`config.mk`:
```
export PLATFORM = sky130hd
export DESIGN_NAME = reg_file_sb
export DESIGN_NICKNAME = d
export VERILOG_FILES = /design/src/rtl/reg_file_sb.sv
export SDC_FILE = /design/constraint.sdc
export NUM_CORES = 1
export LEC_CHECK = 0
export CAP_MARGIN = 20
export CORE_UTILIZATION = 45
export CTS_CLUSTER_SIZE = 24
export DETAILED_ROUTE_END_ITERATION = 7
export HOLD_SLACK_MARGIN = 0.06
export PLACE_DENSITY = 0.63
export SETUP_SLACK_MARGIN = 0.4
export SYNTH_ARGS = -nofsm -noshare
export SYNTH_HDL_FRONTEND = slang
export SYNTH_SLANG_ARGS = --single-unit
```
`constraint.sdc`:
```
create_clock -name clk -period 6.1 [get_ports clk]
set_input_delay 0.915 -clock clk [delete_from_list [all_inputs] [get_ports clk]]
set_output_delay 0.915 -clock clk [all_outputs]
set_load 0.005 [all_outputs]
```
`src/rtl/reg_file_sb.sv`:
```
// Parametrised register file with NUM_READ registered read ports, one write port,
// write-first bypass, optional hardwired-zero r0 and a per-register busy scoreboard.
module reg_file_sb #(
  parameter int NUM_REGS  = 16,
  parameter int REG_WIDTH = 8,
  parameter int NUM_READ  = 2,
  parameter int ZERO_REG  = 1,
  localparam int AW = $clog2(NUM_REGS)
) (
  input  logic                          clk,
  input  logic                          reset,
  input  logic                          read,
  input  logic [NUM_READ*AW-1:0]        rs_addr,
  output logic [NUM_READ*REG_WIDTH-1:0] rs_out,
  output logic [NUM_READ-1:0]           rs_busy,
  input  logic                          write,
  input  logic [AW-1:0]                 rd_addr,
  input  logic [REG_WIDTH-1:0]          rd_in,
  input  logic                          claim,
  input  logic [AW-1:0]                 claim_addr,
  output logic [NUM_REGS-1:0]           busy_vec
);

  localparam logic [AW:0] NREGS_W = (AW+1)'(NUM_REGS);

  logic [REG_WIDTH-1:0]          regs_q [NUM_REGS];
  logic [NUM_REGS-1:0]           busy_q, busy_d;
  logic [NUM_READ*REG_WIDTH-1:0] rs_out_q, rs_out_d;
  logic [NUM_READ-1:0]           rs_busy_q, rs_busy_d;
  logic                          wr_legal, cl_legal;

  // A legal target is also exactly the set of addresses that read real storage.
  function automatic logic is_target(input logic [AW-1:0] a);
    return ({1'b0, a} < NREGS_W) && !((ZERO_REG != 0) && (a == '0));
  endfunction

  assign wr_legal = write && is_target(rd_addr);
  assign cl_legal = claim && is_target(claim_addr);

  // Claim is applied after the writeback clear so a new producer wins.
  always_comb begin
    busy_d = busy_q;
    for (int k = 0; k < NUM_REGS; k++) begin
      if (wr_legal && (rd_addr == AW'(k)))    busy_d[k] = 1'b0;
      if (cl_legal && (claim_addr == AW'(k))) busy_d[k] = 1'b1;
    end
  end

  for (genvar i = 0; i < NUM_READ; i++) begin : g_rd
    logic [AW-1:0]        addr;
    logic                 valid, hit, cur_busy;
    logic [REG_WIDTH-1:0] cur_val;

    assign addr  = rs_addr[i*AW +: AW];
    assign valid = is_target(addr);
    assign hit   = wr_legal && (rd_addr == addr);

    // Compare-based lookup so an out-of-range address never indexes the array.
    always_comb begin
      cur_val  = '0;
      cur_busy = 1'b0;
      for (int k = 0; k < NUM_REGS; k++) begin
        if (addr == AW'(k)) begin
          cur_val  = regs_q[k];
          cur_busy = busy_q[k];
        end
      end
    end

    assign rs_out_d[i*REG_WIDTH +: REG_WIDTH] = !valid ? '0 : (hit ? rd_in : cur_val);
    assign rs_busy_d[i] = valid && cur_busy && !hit;
  end

  always_ff @(posedge clk or posedge reset) begin
    if (reset) begin
      for (int k = 0; k < NUM_REGS; k++) regs_q[k] <= '0;
      busy_q    <= '0;
      rs_out_q  <= '0;
      rs_busy_q <= '0;
    end else begin
      busy_q <= busy_d;
      for (int k = 0; k < NUM_REGS; k++) begin
        if (wr_legal && (rd_addr == AW'(k))) regs_q[k] <= rd_in;
      end
      if (read) begin
        rs_out_q  <= rs_out_d;
        rs_busy_q <= rs_busy_d;
      end
    end
  end

  assign rs_out   = rs_out_q;
  assign rs_busy  = rs_busy_q;
  assign busy_vec = busy_q;

endmodule

```
==> results.md <==
* Status: finished clean
* Cell count after synthesis at 890
* Vias at 7772
* First-pass DRT Iterations at 6
* Clk buf depth at 2
* Worst R2R Start: regs_q[103]$_DFFE_PP0P_
* Post-detailed-route count of antenna-violating nets at 0
* Clk sinks at 154
* Share of layout cells above drive strength 1 at 21.1%
* CP Launch Type: primary input
* Number of diodes at 0
* Skew final at about 0.011 ns
* DP HPWL at a little over 20000 um
* Syn-to-layout area delta at 12.9%
* Final WL at approximately 32000 um
* Max_cap viols at 0
* Worst Setup EP: rs_out[3]$_DFFE_PP0P_
* Asr flop ratio synth at 100%
* Maximum VDD drop at around 0.20 mV
* Worst Hold Class: reg2reg
* CTS buffer count at 17
* Largest area contributor in the netlist: dfrtp_1
* Commonest non-fill, non-tap cell in the layout: dfrtp_1
* Final hold violations at 0
* CTS-repair resized insts at 0
* Cell variety after synth at between 70 and 80
* Placer Congestion at 0.976
* Initial antenna violation count at 0
* Starting density of the core at between 40 and 50%
* Core ar. at 20200 sq um
* Final TNS setup at 0 ns
* Post-CTS Setup Inserts at 0
* Setup slack, reg-to-reg at approximately 4.3 ns
* Root buffer cell: clkbuf_16
* Reg2reg path depth at 6
* Commonest cells after routing, fill and taps aside: dfrtp_1 (154), mux2_2 (102), o21ai_0 (64), nand2_1 (61), clkdlybuf4s50_1 (58)
* Reg clk slew, reported paths at around 0.07 ns
* Period Utilization, post-route at between 50% and 60%
* Post-Syn Area at roughly 9300 sq um
* Routed WL per cell at 26.5 um
* CP Max Fanout at 14
* Via count of the first global-routing pass at around 7600
* Kind of critical path: in2reg
* Largest net degree at the start of global routing at 108
* GRT Util Overall at just over 30%
* Crit path DAT at 3.72 ns
* Sequential share of the synthesized area at between 40 and 50%
* CP startpoint: read
* Final net count at 936
* Fmax at 0.296 GHz
* DRC errors left at 0
* Hold_buf cts at 0
* Cell Pwr Density at ~320 nW/um^2
* Unrepaired setup endpoints after global routing: false
* FF+latch count, synth at roughly 150
* TritonCTS clock tree: yes
* Boundary pin count at 63
* Hold Worst Slack at ~0.43 ns
* Slew HR at 30.9%
* FILL cells at between 1500 and 2000
* Worst r2r dst: rs_out[7]$_DFFE_PP0P_
* Yosys top cell area share at 41.5%
* Die Span X at between 100 and 150 um
* Row count at 52
* Die height at 146 um
* Synth top area cells: dfrtp_1 (41%), mux2_2 (12%), o21ai_0 (3.4%)
* Leak at around 4.3 nW
* Max Slew Vio Count at 0
* DIE AREA at approximately 21000 sq um
* Syn. warnings at 0
* Syn Nets at between 900 and 1000
* Crit. End Element: flip-flop
* Worst Path Required at 6.44 ns
* Clk_lat worst skew at 0.44 ns
* Number of port buffers at 62
* Grt ovf at 0
* DR vias/cell at about 6.5
* DR iter-0 viols at 1098
* Post-synth EDFFs at 0
* # setup viols final at 0
* Syn Area/Cell at 10.4 sq um
* Worst-Margin Slew at ~1.0 ns
* First-pass GRT wire length at around 48000 um
* Clock H-tree levels at 4
* Crit path time final at approximately 3.4 ns
* Most used DFF post-synth: dfrtp_1
per-stage QoR:
| step | std cells | util, % | setup WS, ns | total power, mW | cell area (sq um) |
|---|---|---|---|---|---|
| floorplan | 890 | - | 1.04 | 1.94 | 9290 |
| global placement | 1157 | 48.7 | 2.36 | 2.22 | 9840 |
| detailed placement | 1157 | 48.7 | 2.36 | 2.23 | 9840 |
| CTS | 1189 | 51.8 | 2.83 | 3.39 | 10500 |
| global route | 1190 | 51.9 | 2.67 | 3.54 | 10500 |
| finish | 1190 | 51.9 | 2.72 | 3.40 | 10500 |
flip-flops by register name, indices dropped and copies added (netlist names):
name / cells
regs_q: 120
busy_vec: 16
rs_out: 16
rs_busy: 2
where the power goes:
group	internal, mW	total, mW	switching (mW)
Sequential	1.25	1.47	0.220
Clock	0.719	1.17	0.448
Combinational	0.415	0.768	0.353
Total	2.38	3.40	1.02
worst min path at each step:
stage / slack (ns) / from / cells past startpoint / endpoint
3_5_place_dp: 0.42 / busy_vec[0]$_DFFE_PP0P_ / 0 / busy_vec[0]$_DFFE_PP0P_
5_1_grt: 0.47 / busy_vec[0]$_DFFE_PP0P_ / 0 / busy_vec[0]$_DFFE_PP0P_
3_3_place_gp: 0.42 / busy_vec[0]$_DFFE_PP0P_ / 0 / busy_vec[0]$_DFFE_PP0P_
4_1_cts: 0.43 / busy_vec[0]$_DFFE_PP0P_ / 0 / busy_vec[0]$_DFFE_PP0P_
6_report: 0.43 / busy_vec[0]$_DFFE_PP0P_ / 0 / busy_vec[0]$_DFFE_PP0P_
2_1_floorplan: 0.46 / regs_q[61]$_DFFE_PP0P_ / 2 / regs_q[61]$_DFFE_PP0P_
layer usage:
metal	share of wire, %	vias up	global-route usage (%)
li1	-	3341	-
met4	4.9	0	16.6
met2	45	445	46.1
met1	41	3882	40.7
met5	0	-	0
met3	9.7	104	8.12
cell type report:
cell class              count  area, sq um  area share, %
flip-flops and latches    154         3850           36.7
multi-input cells         633         4860           46.3
clock inverters            10          165           1.57
well taps                 270          338           3.22
inverters                  26          103          0.978
clock buffers              22          474           4.52
repair buffers             75          702           6.69
cells by family (layout without fill, tap and decap cells):
| group | after synthesis | after routing | synth area share (%) |
|---|---|---|---|
| flops | 154 | 154 | 41.5 |
| xor+xnor | 8 | 8 | 0.754 |
| simple gates | 195 | 195 | 11.1 |
| mux | 166 | 166 | 21.1 |
| buf+inv | 103 | 133 | 6.23 |
| compound gates | 264 | 264 | 19.3 |
cell usage after synthesis, drive strengths merged, types with 3 or more instances:
cell type / instances
nor2b: 16
nand3b: 7
nor3b: 6
a31oi: 8
a32oi: 5
o21a: 4
nand2b: 22
nand2: 63
and4: 3
a211oi: 7
a32o: 5
inv: 26
a21boi: 5
mux4: 10
or3: 3
o22a: 3
nand3: 16
and3: 7
a22o: 4
a2bb2oi: 3
a21oi: 54
o221ai: 9
o2111ai: 3
a221oi: 9
o22ai: 16
a21o: 4
o311ai: 3
nor2: 40
a22oi: 15
dfrtp: 154
a221o: 3
xor2: 6
mux2i: 28
o2bb2ai: 8
clkbuf: 20
mux2: 128
buf: 57
o21ai: 73
o32ai: 7
worst max-delay path: stages:
cell and delay [ns]:
clkdlybuf4s50_1 0.88, inv_1 0.47, a21oi_1 0.92, a21boi_1 0.24, o21ai_0 0.09, o221ai_1 0.18
No activity file was read; power rests on OpenSTA's default activity.
